$ cat src/rtl/instr_fetch_buffer.sv
// rtl/instr_fetch_buffer.sv - fetch PC, single-outstanding imem requests, PC-tagged instruction FIFO
module instr_fetch_buffer #(
    parameter logic [31:0] RESET_PC = 32'h0000_0000,
    parameter int          DEPTH    = 2
) (
    input  logic        clk,
    input  logic        resetn,
    input  logic        redirect_valid,
    input  logic [31:0] redirect_pc,
    output logic        imem_req,
    output logic [31:0] imem_addr,
    input  logic        imem_rvalid,
    input  logic [31:0] imem_rdata,
    output logic        instr_valid,
    output logic [31:0] instr,
    output logic [31:0] instr_pc,
    input  logic        instr_ready
);

    localparam int AW = $clog2(DEPTH);
    localparam int CW = AW + 1;
    localparam logic [AW-1:0] PTR_ONE = AW'(1);
    localparam logic [CW-1:0] CNT_ONE = CW'(1);
    localparam logic [CW-1:0] CNT_FULL = CW'(DEPTH);

    logic [31:0]   r_fetch_pc;
    logic [31:0]   r_req_pc;
    logic          r_outstanding;
    logic          r_discard;
    logic [31:0]   r_fifo_instr [DEPTH];
    logic [31:0]   r_fifo_pc    [DEPTH];
    logic [AW-1:0] r_head;
    logic [AW-1:0] r_tail;
    logic [CW-1:0] r_count;

    logic w_resp;
    logic w_push;
    logic w_pop;

    assign w_resp = imem_rvalid && r_outstanding;
    assign w_push = w_resp && !r_discard;
    assign w_pop  = instr_valid && instr_ready;

    // Issue only from registered state, so a response never finds the FIFO full.
    assign imem_req    = resetn && !redirect_valid && !r_outstanding && (r_count < CNT_FULL);
    assign imem_addr   = r_fetch_pc;
    assign instr_valid = (r_count != '0);
    assign instr       = r_fifo_instr[r_head];
    assign instr_pc    = r_fifo_pc[r_head];

    always_ff @(posedge clk) begin
        if (resetn && !redirect_valid && w_push) begin
            r_fifo_instr[r_tail] <= imem_rdata;
            r_fifo_pc[r_tail]    <= r_req_pc;
        end
    end

    always_ff @(posedge clk) begin
        if (!resetn) begin
            r_fetch_pc    <= RESET_PC;
            r_req_pc      <= RESET_PC;
            r_outstanding <= 1'b0;
            r_discard     <= 1'b0;
            r_head        <= '0;
            r_tail        <= '0;
            r_count       <= '0;
        end else if (redirect_valid) begin
            // A stale request still in flight must have its word thrown away on return.
            r_fetch_pc    <= {redirect_pc[31:2], 2'b00};
            r_discard     <= r_outstanding && !imem_rvalid;
            r_outstanding <= r_outstanding && !imem_rvalid;
            r_head        <= '0;
            r_tail        <= '0;
            r_count       <= '0;
        end else begin
            if (w_resp) begin
                r_outstanding <= 1'b0;
                r_discard     <= 1'b0;
            end
            if (imem_req) begin
                r_outstanding <= 1'b1;
                r_req_pc      <= r_fetch_pc;
                r_fetch_pc    <= r_fetch_pc + 32'd4;
            end
            if (w_push) begin
                r_tail <= r_tail + PTR_ONE;
            end
            if (w_pop) begin
                r_head <= r_head + PTR_ONE;
            end
            case ({w_push, w_pop})
                2'b10:   r_count <= r_count + CNT_ONE;
                2'b01:   r_count <= r_count - CNT_ONE;
                default: r_count <= r_count;
            endcase
        end
    end

endmodule

$ cat config.mk
export PLATFORM = sky130hd
export DESIGN_NAME = instr_fetch_buffer
export DESIGN_NICKNAME = d
export VERILOG_FILES = /design/src/rtl/instr_fetch_buffer.sv
export SDC_FILE = /design/constraint.sdc
export NUM_CORES = 1
export LEC_CHECK = 0
export CORE_MARGIN = 2
export CORE_UTILIZATION = 37
export CTS_CLUSTER_SIZE = 16
export DETAILED_ROUTE_END_ITERATION = 8
export SKIP_CTS_REPAIR_TIMING = 1
export SLEW_MARGIN = 5
export SYNTH_ARGS = -nofsm -noshare
export SYNTH_HDL_FRONTEND = slang
export SYNTH_SLANG_ARGS = --single-unit
$ cat constraint.sdc
create_clock -name clk -period 19.7 [get_ports clk]
set_input_delay 3.94 -clock clk [delete_from_list [all_inputs] [get_ports clk]]
set_output_delay 3.94 -clock clk [all_outputs]
set_load 0.05 [all_outputs]
-- Word-level counts from Yosys, hierarchy flattened
Memory sizes are Yosys's and may differ from the RTL's. A register that Yosys moved wholly into a read port is not among the register bits.
Index checks and enable logic that the tools add are counted.
- bits in writable memories: 128
- word-level logic and storage cells: 52
- register bits after elaboration: 70
- memories: 2
- output and inout bits: 98
- memories (name ; words ; width ; read ports ; clocked after memory_dff ; write ports ; RTL line ; text):
    r_fifo_instr ; 2 ; 32 ; 1 ; 1 ; 1 ; 30 ; logic [31:0] r_fifo_instr [DEPTH];
    r_fifo_pc ; 2 ; 32 ; 1 ; 1 ; 1 ; 31 ; logic [31:0] r_fifo_pc [DEPTH];
- reduce and logical (&&, ||, !) cells: 19
- add/subtract/negate cells: 5
- bitwise operators: 2
- equality and inequality tests: 2
- muxes and demuxes: 13
- $lt $le $gt $ge: 1
- operators by type and width (operator ; count):
    32-bit 2-to-1 mux ; 2
    32-bit by 3-bit adder with 32-bit output (second input constant) ; 1
    1-bit 2-to-1 mux ; 10
    1-bit logical AND ; 8
    2-bit nonzero test ; 4
    1-bit zero test ; 4
    2-bit one-hot mux with 2 select lines ; 1
    3-bit nonzero test ; 1
    1-bit adder (second input constant) ; 2
    2-bit by 1-bit adder with 2-bit output (second input constant) ; 1
    2-bit by 1-bit equality test with 1-bit output (second input constant) ; 1
    2-bit equality test (second input constant) ; 1
    2-bit < comparator (second input constant) ; 1
    1-bit NOT ; 2
    2-bit AND reduction ; 1
    2-bit OR reduction ; 1
    2-bit by 1-bit subtractor with 2-bit output (second input constant) ; 1

-- Logic depth before layout (Yosys ltp)
Gate-level depths: netlist of run 1.
- word-level depth: 6
- gate-level depth with buffers: 8

-- Worst setup path after synthesis of run 1
Ideal clock, no wire load.
- kind: input-to-reg
- start: input redirect_valid
- end: memory r_fifo_instr[0][0], enable pin
- cell stages on the path: 5
- required time: 19.142 ns
- arrival time: 8.914 ns
- path buffers: 2
- setup slack: 10.227 ns
- path through: inv_1 -> clkbuf_1 -> clkbuf_1 -> nand2_1 -> nor3_1
- word-level cells in the longest chain between the ends: 5
- RTL lines (element ; RTL line ; text):
    start, declared ; 8 ; input logic redirect_valid,
    1-bit zero test ; 52 ; if (resetn && !redirect_valid && w_push) begin
    1-bit logical AND (2 in a row) ; 52 ;
    1-bit 2-to-1 mux ; 52 ;
    1-bit 2-to-1 mux (not written as such) ; 53 ; r_fifo_instr[r_tail] <= imem_rdata;
    end, declared ; 30 ;
No other way between the ends.

-- Final worst setup path of run 1
- start: input resetn
- end: output imem_req
- word-level cells in the longest chain between the ends: 3
- RTL lines (element ; RTL line ; text):
    start, declared ; 7 ; input logic resetn,
    1-bit logical AND (3 in a row) ; 45 ; assign imem_req = resetn && !redirect_valid && !r_outstanding && (r_count < CNT_FULL);
    end, declared ; 10 ; output logic imem_req,
No other way between the ends.

==> metrics.md, run 1 <==
| Metric | Value |
|---|---|
| Metal3 WL | `1010 um` |
| Vias post-DR | `approximately 5400` |
| 1st-pass router iterations | `5` |
| Worst slew margin | `0.3507` |
| Clock sink count | `roughly 190` |
| Hold Path Depth | `0` |
| Diodes inserted | `0` |
| Syn Area/Cell | `roughly 13 um^2` |
| Crit end category | `primary output` |
| Hold endpoint | `r_fifo_pc[0][30]` |
| Worst r2r src | `r_count[1]` |
| H-tree Lvls | `4` |
| Leak | `3.380 nW` |
| Skew-Pair Late Insertion Delay | `around 430 ps` |
| Main synth FF type | `edfxtp_1` |
| Peak Freq | `0.09697 GHz` |
| Critical path startpoint category | `input pin` |
| Iter 0 DRT Violations | `331` |
| EDFF count, synth | `124` |
| Fillers | `1774` |
| Initial cell density of the core | `0.3767` |
| Rows | `52` |
| Placer Congestion | `0.7668` |
| CTS tree | `built` |
| R2R depth | `6` |
| Final-report hold violation count | `0` |
| CORE AREA | `20170 um^2` |
| Routed len/inst | `17.47 um` |
| Setup Crit Path Kind | `input pin to primary output` |
| Antenna violations before repair | `0` |
| M1 WL | `7740 um` |
| Gate Count Post-Synth | `between 500 and 600` |
| Vias in the first global route | `5530` |
| Area of the multi-input gates | `approximately 2400 um^2` |
| Pin count of the biggest net entering global routing | `63` |
| Yosys reg bits | `191` |
| DP Wirelength | `11710 um` |
| Vias per std cell | `5.195` |
| Fin crit period | `between 10000 and 15000 ps` |
| Area growth syn-to-layout | `32.25%` |
| I/O Buffers | `160` |
| # setup viols final | `0` |
| Arr. time, crit path | `6370 ps` |
| CP required | `15760 ps` |
| Synth warnings | `0` |
| Number of max-cap violations | `0` |
| VDD IR max | `0.00005466 V` |
| Reg2reg setup slack | `17090 ps` |
| CTS max path bufs | `2` |
| Max Used Layer | `met4` |
| Antenna-violating nets left | `0` |
| CTS Buf Count | `17` |
| Seq/Total Area, Yosys | `0.6667` |
| R2r endpoint | `imem_addr[9]` |
| Total Wirelength | `17990 um` |
| Synth unique cells | `49` |
| DP Area | `between 9000 and 10000 um^2` |
| Metal2 WL | `roughly 9000 um` |
| First-pass GRT wire length | `28430 um` |
| Setup crit start | `resetn` |
| Worst hold-check path type | `flip-flop to flip-flop` |
| Final Max Slew Viols | `0` |
| Root Driver | `clkbuf_16` |
| Nets | `818` |
| DRC errors left | `0` |
| Hold Startpoint | `r_req_pc[30]` |
| I/O pin count | `167` |
| Final worst slack | `about 9400 ps` |
| Worst Tran Pin Value | `965.1 ps` |
| Total Routing Usage GR | `0.1670` |
| Design area | `around 10000 um^2` |
| Total power | `0.8552 mW` |
| Synthesized area | `between 7000 and 8000 um^2` |
| Outcome | `complete, no violations` |
| Post-synth ARST share | `0` |
| CTS clock-pin slew for the worst setup and hold paths | `~70 ps` |
| Die Y | `147.3 um` |
| Unrepaired setup endpoints after global routing | `no` |
| Fraction of layout cells with a size suffix above 1 | `0.1461` |
| Crit Path Max Fanout | `40` |
| FF+latch area | `just over 5000 um^2` |
| Pwr per Cell Area | `85.12 nW/um^2` |
| Die width | `about 150 um` |
| Clock Skew | `7.491 ps` |
| Die ar. | `roughly 22000 um^2` |
| Pre-CTS WS | `between 9000 and 10000 ps` |
| Gr ovfl total | `0` |
| Setup tns final | `0 ps` |
| Tcrit/Tclk final | `0.5235` |
## cell type report
class                   count  share of cell area
clock buffers              19             0.04620
clock inverters            13             0.01133
inverters                   7            0.002615
multi-input cells         361              0.2359
flip-flops and latches    191              0.5042
well taps                 270             0.03362
repair buffers            169              0.1661
## metrics by stage
step	hold slack, ps	utilization	cells
finish	456.1	0.4981	1030
global route	469.2	0.4981	1030
CTS	458.9	0.4981	1030
detailed placement	440.9	0.4695	998
global placement	431.1	0.4695	998
floorplan	425.4	-	597
## state kept, by name, summed over array words and instances (netlist names), named ones only
name	cells
r_head	1
r_count	2
r_tail	1
r_outstanding	1
r_fifo_pc	60
r_req_pc	30
r_fifo_instr	64
r_discard	1
imem_addr	30
## report_power, final
part	switching, mW	total, mW	internal, mW
Combinational	0.0458	0.0768	0.0310
Sequential	0.0107	0.443	0.433
Clock	0.157	0.335	0.178
## placed cells by master, fill, tap and decap left out, types with 3 or more instances in the layout
cell             instances
clkdlybuf4s50_1        160
edfxtp_1               124
nand2_1                 81
dfxtp_1                 66
mux2_2                  62
a21oi_1                 37
o21ai_0                 22
clkbuf_16               18
nor2_1                  17
nand4_1                 15
nand3_1                 11
and3_1                   9
nor3_1                   9
buf_4                    9
a31oi_1                  8
or3_1                    7
inv_1                    6
o211ai_1                 6
o31ai_1                  5
or2_2                    4
nor4_1                   4
nor2b_1                  4
a211oi_1                 4
xnor2_1                  4
xor2_1                   4
conb_1                   4
inv_6                    4
inv_8                    4
and2_1                   3
a311oi_1                 3
and4_1                   3
or4_1                    3
o31a_1                   3
o211a_1                  3
o21a_1                   3
## logic make-up after synthesis
| kind of cell | Yosys count | share of synthesized area |
|---|---|---|
| and+or+nand+nor | 179 | 0.1158 |
| DFF | 191 | 0.6667 |
| muxes | 64 | 0.09453 |
| xor gates and xnor gates | 8 | 0.009222 |
| adders and majority gates | 2 | 0.003293 |
| AOI/OAI and AO/OA | 104 | 0.08581 |
| buffers and inverters | 45 | 0.02421 |
| other | 1 | 0.0004936 |
## synth_stat cells (all sizes together) (5+ instances only)
library cell / instances / area share
a21oi: 37 / 0.024
a31oi: 8 / 0.0066
and3: 9 / 0.0074
buf: 8 / 0.0059
clkbuf: 30 / 0.015
dfxtp: 67 / 0.18
edfxtp: 124 / 0.49
inv: 6 / 0.0030
mux2: 62 / 0.092
nand2: 81 / 0.040
nand3: 11 / 0.0072
nand4: 15 / 0.012
nor2: 17 / 0.0084
nor3: 11 / 0.0072
o211ai: 6 / 0.0059
o21ai: 22 / 0.014
o31ai: 5 / 0.0049
or3: 7 / 0.0058
## worst max-delay path: stages
cell and delay (ps):
clkdlybuf4s50_1 450, buf_4 270, or4b_4 750, clkinv_1 150
clkdlybuf4s50_1 810
## routing by layer
metal,track usage,up-vias
li1,-,2523
met1,0.2080,2623
met2,0.2850,183
met3,0.03665,22
met4,0.06346,0
met5,0,-
## worst max path at each step
stage / slack [ps] / depth (start not counted) / end
after floorplan: 10230 / 5 / r_fifo_instr[0][0]
after global placement: 9380 / 5 / imem_req
after detailed placement: 9400 / 5 / imem_req
after CTS: 9390 / 5 / imem_req
after global routing: 9310 / 5 / imem_req
final: 9390 / 5 / imem_req
Power figures use the tool's default switching activity.
==> run 2, diff against run 1 <==
clock period = 10.7 ns   (was 19.7 ns; I/O delays follow)
==> run 2 against run 1 <==
Compared with the run above: clock power is 85% higher; final cell count is the same; first-iteration DRC count up 34%; hold slack gained 0.77 ps; combinational power up 84%; sequential power grew 84%; sequential share of layout area barely moved; register-to-register slack worse by 9000 ps; worst setup slack lost 5400 ps; die area unchanged; non-clock buffer count unchanged; core utilization is essentially flat.
==> metrics.md, run 2 (same netlist as run 1, synthesis figures left out) <==
| Metric | Value |
|---|---|
| Setup tns final | `0 ps` |
| Antenna violations before repair | `0` |
| DRC errors left | `0` |
| I/O Buffers | `160` |
| 1st-pass router iterations | `5` |
| Final worst slack | `3982 ps` |
| Most frequent cells in the layout | `160 x clkdlybuf4s50_1, 124 x edfxtp_1, 81 x nand2_1, 66 x dfxtp_1, 62 x mux2_2` |
| Fillers | `around 1800` |
| R2r endpoint | `imem_addr[9]` |
| Pwr per Cell Area | `156.8 nW/um^2` |
| CP required | `8560 ps` |
| Design area | `10050 um^2` |
| Critical path buffers and inverters | `4` |
| Vias per std cell | `~5.2` |
| Clock sink count | `between 150 and 200` |
| Crit Path Max Fanout | `40` |
| Pin count of the biggest net entering global routing | `63` |
| Clock Skew | `10.19 ps` |
| Antenna-violating nets left | `0` |
| Worst Tran Pin Value | `986.2 ps` |
| Nets | `roughly 820` |
| Total Wirelength | `17750 um` |
| Crit end category | `primary output` |
| Die Y | `147.3 um` |
| I/O pin count | `approximately 170` |
| # setup viols final | `0` |
| Crit path cell chain | `clkdlybuf4s50_1 -> buf_4 -> or4b_4 -> clkinv_1 -> clkdlybuf4s50_1` |
| CORE AREA | `20170 um^2` |
| Reg2reg setup slack | `~8100 ps` |
| CTS Buf Count | `17` |
| Outcome | `complete, no violations` |
| Worst r2r src | `r_count[1]` |
| DP Wirelength | `about 12000 um` |
| Gr ovfl total | `0` |
| Largest regs | `r_fifo_instr: 64 flops, r_fifo_pc: 60 flops` |
| Initial cell density of the core | `0.3767` |
| Worst hold-check path type | `flip-flop to flip-flop` |
| Fin crit period | `6718 ps` |
| R2R depth | `6` |
| Hold endpoint | `r_fifo_pc[0][29]` |
| Unrepaired setup endpoints after global routing | `no` |
| Routed len/inst | `17.24 um` |
| Diodes inserted | `0` |
| Setup crit start | `resetn` |
| CTS tree | `built` |
| CTS max path bufs | `2` |
| First-pass GRT wire length | `27820 um` |
| Vias post-DR | `5311` |
| Most flop-heavy register | `r_fifo_instr` |
| Tcrit/Tclk final | `0.6278` |
| Area growth syn-to-layout | `32.30%` |
| CTS clock-pin slew for the worst setup and hold paths | `approximately 70 ps` |
| Arr. time, crit path | `4580 ps` |
| Fraction of layout cells with a size suffix above 1 | `0.1461` |
| Kind of cell adding the most delay to the critical path | `buffers and inverters` |
| Peak Freq | `0.1489 GHz` |
| Max reg flops | `64` |
| Rows | `52` |
| VDD IR max | `0.0001090 V` |
| Final Util | `0.4983` |
| Setup Crit Path Kind | `input pin to primary output` |
| Critical path startpoint category | `input pin` |
| Root Driver | `clkbuf_16` |
| Vias in the first global route | `~5200` |
| Worst slew margin | `0.3365` |
| Placer Congestion | `approximately 0.78` |
| Total Routing Usage GR | `0.1647` |
| Hold Startpoint | `r_req_pc[29]` |
| Skew-Pair Late Insertion Delay | `430 ps` |
| Hold Path Depth | `0` |
| Pre-CTS WS | `~4000 ps` |
| Die ar. | `21700 um^2` |
| Number of max-cap violations | `0` |
| Leak | `roughly 3.4 nW` |
| Iter 0 DRT Violations | `442` |
| DP Area | `9469 um^2` |
| Max incr delay on CP | `820 ps` |
| H-tree Lvls | `4` |
| Crit path max-delay cell type | `clkdlybuf4s50_1` |
| Commonest non-fill, non-tap cell in the layout | `clkdlybuf4s50_1` |
| Final Max Slew Viols | `0` |
| Die width | `~150 um` |
| Critical path's most frequent cell | `clkdlybuf4s50_1` |
| Final-report hold violation count | `0` |
run 2: changes by cell type in the layout (fill, tap and decap cells not counted), sizes merged:
cell    change
clkbuf      -2
clkinv      -1
inv         +3
run 2: cell type report:
| class | count | area, um^2 | share of cell area |
|---|---|---|---|
| tap | 270 | 337.8 | 0.03361 |
| timing repair buffer | 169 | 1669 | 0.1661 |
| inverter | 7 | 26.28 | 0.002614 |
| sequential | 191 | 5066 | 0.5040 |
| clock buffer | 17 | 425.4 | 0.04233 |
| multi-input combinational | 361 | 2370 | 0.2358 |
| clock inverter | 15 | 156.4 | 0.01556 |
run 2: per-stage QoR:
step	hold slack [ps]	power (mW)	cells
CTS	459.0	1.593	1030
finish	456.9	1.576	1030
floorplan	425.4	0.9089	597
detailed placement	440.9	0.9734	998
global placement	431.9	0.9702	998
global route	472.3	1.635	1030
run 2: how the worst max path moves through the flow:
stage                         end  slack (ps)  cells after the start
6_report                 imem_req        3980                      5
5_1_grt                  imem_req        3860                      5
4_1_cts                  imem_req        3980                      5
3_5_place_dp             imem_req        3990                      5
3_3_place_gp             imem_req        3980                      5
2_1_floorplan  r_fifo_instr[0][0]        3030                      5
run 2: routing by layer:
layer,part of all wire,global-route usage,wire length [um]
met5,0,0,0
met3,0.063,0.04565,1121
met1,0.44,0.2101,7737
met2,0.49,0.2766,8687
met4,0.012,0.04519,206
run 2: report_power, final:
part           leakage, nW  internal (mW)  total [mW]  switching, mW
clock network        0.291          0.315       0.619          0.303
registers             1.72          0.796       0.816         0.0196
logic                 1.37         0.0571       0.141         0.0842
total                 3.38           1.17        1.58          0.407
==> run 3, diff against run 2 <==
clock period = 6.1 ns   (was 10.7 ns; I/O delays follow)
==> run 3 against run 2 <==
Compared with the run above: largest cell class unchanged; sequential power up 75%; combinational power up 75%; final cell count unchanged; final area up 0.21%; via count down 0.41%; global-route usage about the same; hold slack worse by 5.7 ps.
==> metrics.md, run 3 (same netlist as run 1, synthesis figures left out) <==
| Metric | Value |
|---|---|
| Nets | `a little over 800` |
| Critical path startpoint category | `input pin` |
| Vias per std cell | `roughly 5.1` |
| CTS clock-pin slew for the worst setup and hold paths | `70 ps` |
| Reg power frac | `0.512` |
| Rows | `52` |
| # placed instances | `998` |
| Critical path buffers and inverters | `4` |
| Area growth syn-to-layout | `32.58%` |
| Pre-CTS WS | `1303 ps` |
| Worst Tran Pin Value | `930.9 ps` |
| Design area | `about 10000 um^2` |
| Final worst slack | `between 1000 and 1500 ps` |
| Worst slew margin | `0.3736` |
| Internal power | `around 2.1 mW` |
| Crit Path Max Fanout | `40` |
| Psw | `0.7026 mW` |
| Total Routing Usage GR | `0.1647` |
| Worst hold-check path type | `flip-flop to flip-flop` |
| CTS tree | `built` |
| Leak | `3.386 nW` |
| Die Y | `147.3 um` |
| Setup Crit Path Kind | `input pin to primary output` |
| Vias in the first global route | `5333` |
| Diodes inserted | `0` |
| I/O Buffers | `between 150 and 200` |
| Arr. time, crit path | `approximately 3600 ps` |
| Fraction of layout cells with a size suffix above 1 | `0.1461` |
| Kind of cell adding the most delay to the critical path | `buffers and inverters` |
| H-tree Lvls | `4` |
| Most flop-heavy register | `r_fifo_instr` |
| Clock sink count | `191` |
| CTS max path bufs | `2` |
| Commonest non-fill, non-tap cell in the layout | `clkdlybuf4s50_1` |
| Critical path's most frequent cell | `clkdlybuf4s50_1` |
| Tcrit/Tclk final | `0.7826` |
| DP Wirelength | `11780 um` |
| Number of max-cap violations | `0` |
| Hold_ws | `451.2 ps` |
| DP Area | `9469 um^2` |
| Vias post-DR | `5289` |
| Unrepaired setup endpoints after global routing | `no` |
| Most frequent cells in the layout | `160 x clkdlybuf4s50_1, 124 x edfxtp_1, 81 x nand2_1, 66 x dfxtp_1, 62 x mux2_2` |
| Clock Skew | `11.01 ps` |
| Initial cell density of the core | `0.3767` |
| Peak Freq | `about 0.21 GHz` |
| Post-Layout Cell Count | `1030` |
| Final Util | `0.4994` |
| CP required | `4880 ps` |
| Antenna-violating nets left | `0` |
| Crit path max-delay cell type | `clkdlybuf4s50_1` |
| Die width | `147.3 um` |
| Root Driver | `clkbuf_16` |
| Max incr delay on CP | `810 ps` |
| Total Wirelength | `~18000 um` |
| Antenna violations before repair | `0` |
| Largest regs | `r_fifo_instr: 64 flops, r_fifo_pc: 60 flops` |
| Placer Congestion | `~0.80` |
| Crit path cell chain | `clkdlybuf4s50_1 -> buf_4 -> or4b_4 -> clkinv_1 -> clkdlybuf4s50_1` |
| Fin crit period | `roughly 4800 ps` |
| VDD IR max | `0.0001720 V` |
| DRC errors left | `0` |
| # setup viols final | `0` |
| Clock group share of total power | `0.400` |
| Comb power frac | `0.088` |
| Setup tns final | `0 ps` |
| Switching power share of the total | `0.2513` |
| Total power | `2.796 mW` |
| Crit end category | `primary output` |
| Final Max Slew Viols | `0` |
| Skew-Pair Late Insertion Delay | `430 ps` |
| CTS Buf Count | `17` |
| Gr ovfl total | `0` |
| I/O pin count | `167` |
| Pin count of the biggest net entering global routing | `between 60 and 70` |
| Final-report hold violation count | `0` |
| Die ar. | `21700 um^2` |
| CORE AREA | `between 20000 and 25000 um^2` |
| First-pass GRT wire length | `27970 um` |
| Max reg flops | `64` |
| Routed len/inst | `17.29 um` |
| Iter 0 DRT Violations | `332` |
| Outcome | `complete, no violations` |
| 1st-pass router iterations | `5` |
| Pwr per Cell Area | `277.6 nW/um^2` |
## run 3: layer usage
layer,track usage,vias up,part of all wire
li1,-,2525,-
met1,0.1994,2553,0.42
met2,0.2883,189,0.50
met3,0.04627,22,0.061
met4,0.04567,0,0.012
met5,0,-,0
## run 3: final cells by class
class	count	area (um^2)
multi-input cells	361	2370
inverters	7	26.28
well taps	270	337.8
clock buffers	19	475.5
flip-flops and latches	191	5066
clock inverters	13	127.6
repair buffers	169	1669
fillers	1784	10100
## run 3: worst paths after layout
| path | slack [ps] | depth (start not counted) | to | start |
|---|---|---|---|---|
| worst min-delay path | 450 | 0 | r_fifo_pc[1][19] | r_req_pc[19] |
| worst min register to register | 450 | 0 | r_fifo_pc[1][19] | r_req_pc[19] |
| worst max register to register | 3530 | 6 | imem_addr[9] | r_count[1] |
| worst max-delay path | 1330 | 5 | imem_req | redirect_valid |
## run 3: power by group through the flow
stage	combinational, mW	clock, mW	sequential (mW)
final	0.247	1.12	1.43
after global routing	0.262	1.20	1.44
after CTS	0.249	1.15	1.43
after detailed placement	0.247	0	1.46
after global placement	0.243	0	1.46
after floorplan	0.0995	0	1.49
